$ cat config.mk
export PLATFORM = sky130hd
export DESIGN_NAME = sum_select_pipe_flat
export DESIGN_NICKNAME = d
export VERILOG_FILES = /design/src/rtl/ec_pkg.sv /design/src/rtl/sum_select_pipe_if.sv /design/src/rtl/rr_arbiter.sv /design/src/rtl/sum_select_pipe.sv /design/src/flat_wrapper.sv
export SDC_FILE = /design/constraint.sdc
export NUM_CORES = 1
export LEC_CHECK = 0
export ABC_AREA = 1
export BUFFER_PORTS_ARGS = -buffer_cell sky130_fd_sc_hd__buf_4
export CAP_MARGIN = 20
export CORE_AREA = 2 2 508 510
export DETAILED_ROUTE_END_ITERATION = 6
export DIE_AREA = 0 0 510 512
export GPL_ROUTABILITY_DRIVEN = 1
export PLACE_DENSITY = 0.32
export SETUP_SLACK_MARGIN = 0.4
export SYNTH_ARGS = -nofsm -noshare
export SYNTH_HDL_FRONTEND = slang
export SYNTH_SLANG_ARGS = --single-unit
export TNS_END_PERCENT = 30
$ cat constraint.sdc
create_clock -name clk -period 2.3 [get_ports clk]
set_input_delay 0.115 -clock clk [delete_from_list [all_inputs] [get_ports clk]]
set_output_delay 0.115 -clock clk [all_outputs]
set_load 0.02 [all_outputs]
$ cat src/rtl/ec_pkg.sv
// Shared definitions for the EC datapath blocks.
//   EC_OPERAND_W : default field-operand width
//   ec_operand_t : signed operand at the default width
//   clog2        : index width for a count, never less than 1
package ec_pkg;

  localparam int EC_OPERAND_W = 256;

  typedef logic signed [EC_OPERAND_W-1:0] ec_operand_t;

  function automatic int clog2(input int n);
    int r;
    r = 0;
    for (int i = 0; i < 31; i++) begin
      if ((1 << i) < n) r = i + 1;
    end
    if (r < 1) r = 1;
    return r;
  endfunction

endpackage

$ cat src/rtl/sum_select_pipe_if.sv
// Handshake bundle for sum_select_pipe.
//   in_data/in_valid/in_ready : NUM_IN packed input channels
//   mode/select               : channel choice control (0 = directed, 1 = round-robin)
//   out_data/out_valid/out_ready/out_chan : registered output stage
//   sel_err                   : sticky out-of-range directed select flag
// master = the side that supplies operands and consumes the output; slave = the selector.
interface sum_select_pipe_if #(
  parameter int WIDTH  = ec_pkg::EC_OPERAND_W,
  parameter int NUM_IN = 4
);
  import ec_pkg::*;

  localparam int SEL_W = clog2(NUM_IN);

  logic [NUM_IN*WIDTH-1:0] in_data;
  logic [NUM_IN-1:0]       in_valid;
  logic [NUM_IN-1:0]       in_ready;
  logic                    mode;
  logic [SEL_W-1:0]        select;
  logic signed [WIDTH-1:0] out_data;
  logic                    out_valid;
  logic                    out_ready;
  logic [SEL_W-1:0]        out_chan;
  logic                    sel_err;

  modport master (
    output in_data, in_valid, mode, select, out_ready,
    input  in_ready, out_data, out_valid, out_chan, sel_err
  );

  modport slave (
    input  in_data, in_valid, mode, select, out_ready,
    output in_ready, out_data, out_valid, out_chan, sel_err
  );

endinterface

$ cat src/rtl/rr_arbiter.sv
// Combinational rotate-priority arbiter.
//   req     : request vector, N bits
//   ptr     : index of the last winner; it gets the lowest priority
//   gnt_idx : first requester scanning ptr+1, ptr+2, ... (mod N), ptr last
//   gnt_any : at least one request present
module rr_arbiter
  import ec_pkg::*;
#(
  parameter int N = 4,
  localparam int PW = clog2(N)
) (
  input  logic [N-1:0]  req,
  input  logic [PW-1:0] ptr,
  output logic [PW-1:0] gnt_idx,
  output logic          gnt_any
);

  // Walk from the farthest position back to the nearest so that the
  // closest requester after ptr is the last one to overwrite the result.
  always_comb begin
    int idx;
    idx     = 0;
    gnt_any = 1'b0;
    gnt_idx = '0;
    for (int k = N; k >= 1; k--) begin
      idx = int'((32'(ptr) + 32'(k)) % 32'(N));
      if (req[idx]) begin
        gnt_any = 1'b1;
        gnt_idx = PW'(idx);
      end
    end
  end

endmodule

$ cat src/rtl/sum_select_pipe.sv
// Registered N-to-1 operand selector with valid/ready handshake.
//   clk : clock, rising edge
//   rst : synchronous active-high reset
//   bus : sum_select_pipe_if slave port (inputs, control, output stage, sel_err)
// One operand per cycle moves from the granted channel into the output
// register; the channel is picked by explicit select or round-robin.
module sum_select_pipe
  import ec_pkg::*;
#(
  parameter int WIDTH  = EC_OPERAND_W,
  parameter int NUM_IN = 4
) (
  input  logic             clk,
  input  logic             rst,
  sum_select_pipe_if.slave bus
);

  localparam int SEL_W = clog2(NUM_IN);
  localparam int PAD_N = 1 << SEL_W;
  localparam logic [SEL_W:0] NUM_IN_W = (SEL_W+1)'(NUM_IN);

  logic [SEL_W-1:0]  rr_ptr;
  logic [SEL_W-1:0]  arb_idx;
  logic              arb_any;
  logic [PAD_N-1:0]  valid_pad;
  logic              sel_bad;
  logic              dir_any;
  logic [SEL_W-1:0]  gnt_idx;
  logic              gnt_any;
  logic              slot;
  logic              xfer;
  logic [NUM_IN-1:0] in_ready_c;
  logic [WIDTH-1:0]  gnt_data;

  logic [WIDTH-1:0]  out_data_q;
  logic              out_valid_q;
  logic [SEL_W-1:0]  out_chan_q;
  logic              sel_err_q;

  // Padding lets an out-of-range select index the valid vector safely.
  assign valid_pad = PAD_N'(bus.in_valid);
  assign sel_bad   = {1'b0, bus.select} >= NUM_IN_W;
  assign dir_any   = !sel_bad && valid_pad[bus.select];

  rr_arbiter #(.N(NUM_IN)) u_arb (
    .req     (bus.in_valid),
    .ptr     (rr_ptr),
    .gnt_idx (arb_idx),
    .gnt_any (arb_any)
  );

  assign gnt_any = bus.mode ? arb_any : dir_any;
  assign gnt_idx = bus.mode ? arb_idx : bus.select;
  assign slot    = !out_valid_q || bus.out_ready;
  assign xfer    = slot && gnt_any;

  always_comb begin
    in_ready_c = '0;
    gnt_data   = '0;
    for (int i = 0; i < NUM_IN; i++) begin
      if (gnt_idx == SEL_W'(i)) begin
        in_ready_c[i] = xfer;
        gnt_data      = bus.in_data[i*WIDTH +: WIDTH];
      end
    end
  end

  always_ff @(posedge clk) begin
    if (rst) begin
      out_data_q  <= '0;
      out_valid_q <= 1'b0;
      out_chan_q  <= '0;
      sel_err_q   <= 1'b0;
      rr_ptr      <= SEL_W'(NUM_IN - 1);
    end else begin
      if (xfer) begin
        out_data_q  <= gnt_data;
        out_chan_q  <= gnt_idx;
        out_valid_q <= 1'b1;
        // Pointer follows every transfer so mode switches keep fairness history.
        rr_ptr      <= gnt_idx;
      end else if (out_valid_q && bus.out_ready) begin
        out_valid_q <= 1'b0;
      end
      if (!bus.mode && sel_bad) sel_err_q <= 1'b1;
    end
  end

  assign bus.in_ready  = in_ready_c;
  assign bus.out_data  = out_data_q;
  assign bus.out_valid = out_valid_q;
  assign bus.out_chan  = out_chan_q;
  assign bus.sel_err   = sel_err_q;

endmodule
$ cat src/flat_wrapper.sv
// flat-port wrapper written by rule: the top's interface ports become plain ports
module sum_select_pipe_flat import ec_pkg::*;
#(
  parameter int WIDTH  = EC_OPERAND_W,
  parameter int NUM_IN = 4
)
  (clk, rst, bus_in_data, bus_in_valid, bus_mode, bus_select, bus_out_ready, bus_in_ready, bus_out_data, bus_out_valid, bus_out_chan, bus_sel_err);
  sum_select_pipe_if #(.WIDTH(WIDTH), .NUM_IN(NUM_IN)) bus_i ();
  input  logic clk;
  input  logic rst;
  input wire logic [$bits(bus_i.in_data)-1:0] bus_in_data;
  input wire logic [$bits(bus_i.in_valid)-1:0] bus_in_valid;
  input wire logic [$bits(bus_i.mode)-1:0] bus_mode;
  input wire logic [$bits(bus_i.select)-1:0] bus_select;
  input wire logic [$bits(bus_i.out_ready)-1:0] bus_out_ready;
  output wire logic [$bits(bus_i.in_ready)-1:0] bus_in_ready;
  output wire logic [$bits(bus_i.out_data)-1:0] bus_out_data;
  output wire logic [$bits(bus_i.out_valid)-1:0] bus_out_valid;
  output wire logic [$bits(bus_i.out_chan)-1:0] bus_out_chan;
  output wire logic [$bits(bus_i.sel_err)-1:0] bus_sel_err;
  assign bus_i.in_data = bus_in_data;
  assign bus_i.in_valid = bus_in_valid;
  assign bus_i.mode = bus_mode;
  assign bus_i.select = bus_select;
  assign bus_i.out_ready = bus_out_ready;
  assign bus_in_ready = bus_i.in_ready;
  assign bus_out_data = bus_i.out_data;
  assign bus_out_valid = bus_i.out_valid;
  assign bus_out_chan = bus_i.out_chan;
  assign bus_sel_err = bus_i.sel_err;
  sum_select_pipe #(.WIDTH(WIDTH), .NUM_IN(NUM_IN)) u_core (.clk(clk), .rst(rst), .bus(bus_i));
endmodule
# [Word level (Yosys, flattened, before mapping)]
# Cells that the tools add are included.
[word_totals] register_bits=261 inputBits=1034 out_inout_bits=264 word_cells=52
[classes] addsub=4 n_lt_le_gt_ge=5 eq_ne=3 muxes=30 reduce_logical=6
[ops] cell="two-way mux 256 bit" n=4
[ops] cell="two-way mux 1 bit" n=16
[ops] cell="less-than comparator 2 x 3 -> 1 bit (second input constant)" n=5
[ops] cell="binary-select mux 1 bit (select 2 bit)" n=5
[ops] cell="two-way mux 2 bit" n=5
[ops] cell="adder 2 x 1 -> 2 bit (second input constant)" n=2
[ops] cell="adder 2 bit (second input constant)" n=2
[ops] cell="equality test 2 bit (second input constant)" n=2
[ops] cell="equality test 2 x 1 -> 1 bit (second input constant)" n=1
[ops] cell="logical AND 1 bit" n=2
[ops] cell="zero test 2 bit" n=1
[ops] cell="nonzero test 2 bit" n=1
[ops] cell="zero test 1 bit" n=1
[ops] cell="logical OR 1 bit" n=1

# [Logic depth before layout (Yosys ltp)]
[depth] depth_word=13 ltp_mapped=19 depth_no_buf=17

# [Modules after synthesis]
# Synthesis repeated with hierarchy kept, for this count alone.
[unflattened] cells_unflattened=3423 area_unflattened_um2=18436.4
[by_module_without_submodules] module="sum_select_pipe" n_inst=1 cells_each=3374 area_each_um2=18210.0 seq_area_each_um2=5225.0
[by_module_without_submodules] module="rr_arbiter" n_inst=1 cells_each=49 area_each_um2=226.5 seq_area_each_um2=0.0

# [Worst setup path before layout]
# Ideal clock, no wire load.
[synth_timing] path_type="flip-flop to output port" start="register u_core.rr_ptr[0]" end="output port bus_in_ready[2]" t_arrival_ns=1.977 required_ns=2.185 setup_slack_ns=0.208 path_stages_with_launch=15 path_buffers=2 path_cell_list="dfxtp_1 -> inv_2 -> nand2_1 -> nand2_1 -> nor2_1 -> nand2_1 -> nand2_1 -> nand2_1 -> nand2_1 -> nand2_1 -> nand2_4 -> buf_2 -> buf_1 -> nand2_1 -> nor2_1"
[synth_via] elab_chain_len=10 word_cells_on_any_way=25 classes_between="add/sub: 4; eq/ne: 1; mux: 19; reduce/logical: 1"
[synth_lines] item="from (decl)" line="sum_select_pipe.sv:22" rtl="logic [SEL_W-1:0] rr_ptr;"
[synth_lines] item="from (signal assigned)" line="sum_select_pipe.sv:74" rtl="rr_ptr <= SEL_W'(NUM_IN - 1);"
[synth_lines] item="from (signal assigned)" line="sum_select_pipe.sv:81" rtl="rr_ptr <= gnt_idx;"
[synth_lines] item="adder 2 x 1 -> 2 bit" line="rr_arbiter.sv:26" rtl="idx = int'((32'(ptr) + 32'(k)) % 32'(N));"
[synth_lines] item="binary-select mux 1 bit (select 2 bit)" line="rr_arbiter.sv:27" rtl="if (req[idx]) begin"
[synth_lines] item="two-way mux 1 bit (implied by the code)" line="rr_arbiter.sv:27"
[synth_lines] item="two-way mux 2 bit / two-way mux 1 bit (equally long branches) (4 in series)" line="rr_arbiter.sv:27"
[synth_lines] item="two-way mux 2 bit / two-way mux 1 bit (equally long branches)" line="sum_select_pipe.sv:53, sum_select_pipe.sv:52"
[synth_lines] item="equality test 2 bit / logical AND 1 bit (equally long branches)" line="sum_select_pipe.sv:61, sum_select_pipe.sv:55"
[synth_lines] item="two-way mux 1 bit *" line="sum_select_pipe.sv:61" rtl="if (gnt_idx == SEL_W'(i)) begin"
[synth_lines] item="to (decl)" line="flat_wrapper.sv:16" rtl="output wire logic [$bits(bus_i.in_ready)-1:0] bus_in_ready;"
# Mark *: on every way between the ends. The rest lies on a longest branch, timed or not. The select of a mux whose other input is x is not followed.

# [Worst setup path after layout]
[layout_timing] start="register u_core.rr_ptr[0]" end="register u_core.out_data_q[218] (netlist: u_core.bus.out_data[218])"
[layout_via] elab_chain_len=13 word_cells_on_any_way=31 classes_between="add/sub: 4; eq/ne: 3; mux: 22; reduce/logical: 2"
[layout_lines] item="adder 2 x 1 -> 2 bit" line="rr_arbiter.sv:26"
[layout_lines] item="binary-select mux 1 bit (select 2 bit)" line="rr_arbiter.sv:27"
[layout_lines] item="two-way mux 1 bit (implied by the code)" line="rr_arbiter.sv:27"
[layout_lines] item="two-way mux 2 bit (4 in series)" line="rr_arbiter.sv:27"
[layout_lines] item="two-way mux 2 bit" line="sum_select_pipe.sv:53" rtl="assign gnt_idx = bus.mode ? arb_idx : bus.select;"
[layout_lines] item="zero test 2 bit" line="sum_select_pipe.sv:61"
[layout_lines] item="two-way mux 256 bit (4 in series)" line="sum_select_pipe.sv:61"
[layout_lines] item="to (signal assigned)" line="sum_select_pipe.sv:77" rtl="out_data_q <= gnt_data;"
[layout_lines] item="to (decl)" line="sum_select_pipe.sv:35" rtl="logic [WIDTH-1:0] out_data_q;"
# Parallel ways exist; a longest one is shown, timed or not. The select of a mux whose other input is x is not followed.
# A chain may end at the register's enable or synchronous reset.

==> qor.yml <==
outcome: "complete, but fails checks"
violations: "negative setup slack"
clkSlewWorstSetupHoldPaths_ns: 0.06
top_layer: "met5"
drtPass1Iterations: 5
placed_cell_area_um2: 32500
cp_max_fo: 8
rsz0062_at_grt: "true"
viasPerCell: 3.51
clock_insertion_delay_worst_skew_ns: 0.63
cts_inserted_buffers: 42
hpwlAfterDp_um: 177000
grt_pass1_vias: 31491
worstSetupStartpointType: "flip-flop"
wl_met3_um: 22000
irDropWorstVdd_uv: 464
syn-num-nets: 3919
die_w_um: 510
maxSlewViolCount: 0
rows: 186
drt-initial-drc-count: 2091
cts_root_buf: "clkbuf_16"
yosysWarnings: 0
worstMarginPinSlew_ns: 0.641
p_leak_nw: 21.0
cts_tree: "yes"
arrival_ns: 3.20
p_int_mw: 17.6
grt_antenna_before_repair: 154
port_buffers: 1296
max_freq_mhz: 379
synth-seq-cells: 261
path_cells: "inv_8 -> nand2_2 -> nand2_4 -> nand2_2 -> nand2_1 -> nand2_1 -> nand2_1 -> nand2_1 -> nand2_2 -> nand2_8 -> buf_6 -> buf_12 -> nor2_4 -> buf_12 -> buf_16 -> buf_12 -> buf_16 -> nand2_2 -> nand3_2 -> buf_12 -> nor2_1 -> nor2_1"
ys_types: 26
fillers: 29138
final_cells: 8786
fin_crit_sh_pct: 115
combPwrFrac_pct: 59.4
post-route-drc-count: 0
m1WireLength_um: 96500
overflow: 0
synth_area_per_cell_um2: 5.79
postRouteAntennaNets: 0
fin_worst_skew_ns: 0.0159
synth_cells: 2885
dr_wl_met2_um: 89400
cp_slowest_stage_delay_ns: 0.38
grt_max_degree: 72
die_y_um: 512
boundaryPins: 1298
switchingPower_mw: 14.1
die_area_um2: 261000
drive_gt1_share_pct: 36.0
timing.max_cap.violations: 0
nets: 6338
hold_violations: 0
coreArea_um2: 256000
avgRoutedWirePerCell_um: 24.4
placedCellCount: 7590
vias: 30857
worstPathRequired_ns: 2.86
cts_max_level: 2
grt_pass1_wl_um: 277000
setup_slack_ns: -0.339
grt.total_usage_pct: 15.5
wl_um: 214000
mostFrequentLayoutCell: "buf_4"
slew_headroom_pct: 57.3
crit_type: "reg -> reg"
clock-sinks: 261
layout_common_cells: "1483 x buf_4, 973 x dlygate4sd3_1, 847 x nand2_1"
start_util_pct: 6.53
critPathCaptureType: "flip-flop"
synth_area_um2: 16700
clk_path_buf_depth: 3
ys_seq_area_share_pct: 31.3
critPathSlowestCell: "dfxtp_4"
final_core_util_pct: 18.1
hp-class: "in -> reg"
finalWeightedCongestion: 0.922
power.density_nw_per_um2: 684
finalInstanceArea_um2: 46400
clock_power_share_pct: 21.6
fin_tns_setup_ns: -50.65
area_growth_pct: 178
fin_crit_ns: 2.64
switching_share_pct: 44.5
setup_violations: 260
seq_power_share_pct: 19.0
layer usage:
layer / vias to the layer above / track usage (%)
li1: 14354 / -
met1: 14501 / 20.7
met2: 1559 / 23.5
met3: 341 / 5.68
met4: 102 / 3.69
met5: - / 0
metrics by stage:
step,worst slack [ns],hold WS (ns),power [mW]
2_1_floorplan,0.411,0.252,12.1
3_3_place_gp,-0.762,0.342,21.2
3_5_place_dp,-0.739,0.348,21.2
4_1_cts,-0.415,0.00380,31.8
5_1_grt,-0.488,0.0224,33.5
6_report,-0.339,0.00425,31.7
timing repair:
action / in CTS / in global routing
setup buffers: 43 / 15
setup endpoints to repair: 265 / 265
gates cloned: 22 / 1
hold endpoints to repair: 259 / 0
hold buffers: 973 / 0
pin swaps: 42 / 24
resized for setup: 283 / 88
Yosys cell counts:
cell type | count | area (um2)
o211ai_1 | 3 | 22.5
and2_1 | 1 | 6.26
nand3_4 | 1 | 17.5
o21bai_1 | 29 | 218
nand2_4 | 2 | 22.5
buf_1 | 14 | 52.6
buf_4 | 30 | 225
nor2_1 | 424 | 1590
conb_1 | 1 | 3.75
nand2_2 | 3 | 18.8
clkinv_1 | 1 | 3.75
o21ai_0 | 239 | 1200
clkbuf_1 | 91 | 342
dfxtp_1 | 261 | 5230
a21oi_1 | 148 | 741
nand2_1 | 915 | 3430
o21ai_1 | 45 | 225
nor3_1 | 21 | 105
nand4_1 | 16 | 100
buf_6 | 5 | 56.3
nand3_1 | 458 | 2290
buf_2 | 96 | 480
inv_1 | 73 | 274
inv_2 | 6 | 22.5
nand3_2 | 1 | 10.0
nor2_4 | 1 | 11.3
kinds of logic (layout without fill, tap and decap cells):
group,after synthesis,count (layout),share of synthesized area (%)
AOI/OAI and AO/OA,464,464,14.4
buffers and inverters,316,2767,8.72
and+or+nand+nor,1843,1843,45.6
other,1,67,0.0225
DFF,261,261,31.3
flip-flops by register name (all words and copies together), names as in the netlist:
name / cells
u_core.bus.out_data: 256
u_core.bus.out_chan: 2
u_core.rr_ptr: 2
u_core.bus.out_valid: 1
worst paths after layout:
path | from | endpoint | slack (ns) | depth (start not counted)
max | u_core.rr_ptr[0]$_SDFFE_PP1N_ | u_core.bus.out_data[218]$_SDFFE_PP0N_ | -0.34 | 22
min | bus_in_data[726] | u_core.bus.out_data[214]$_SDFFE_PP0N_ | 0.004 | 5
max reg2reg | u_core.rr_ptr[0]$_SDFFE_PP1N_ | u_core.bus.out_data[218]$_SDFFE_PP0N_ | -0.34 | 22
min reg2reg | u_core.bus.out_data[210]$_SDFFE_PP0N_ | u_core.bus.out_data[210]$_SDFFE_PP0N_ | 0.47 | 2
layout make-up:
| type | count | area [um2] | area share (%) |
|---|---|---|---|
| antenna | 66 | 165 | 0.356 |
| clock buffer | 63 | 1240 | 2.68 |
| clock inverter | 13 | 135 | 0.291 |
| inverter | 80 | 379 | 0.817 |
| multi-input combinational | 2308 | 11100 | 23.8 |
| sequential | 261 | 5230 | 11.3 |
| tap | 3384 | 4230 | 9.13 |
| timing repair buffer | 2611 | 23900 | 51.6 |
critical path: cells and delay by family (launching register included):
family	cells	cell delay, ns
and+or+nand+nor	14	1.06
buffers and inverters	8	1.06
DFF	1	0.38
power groups by stage:
stage / Combinational (mW) / Clock, mW / Sequential (mW)
floorplan: 5.09 / 0 / 6.98
global placement: 15.1 / 0 / 6.09
detailed placement: 15.1 / 0 / 6.09
CTS: 18.6 / 7.16 / 6.03
global route: 20.1 / 7.26 / 6.13
finish: 18.9 / 6.87 / 6.03
Power figures use the tool's default switching activity.
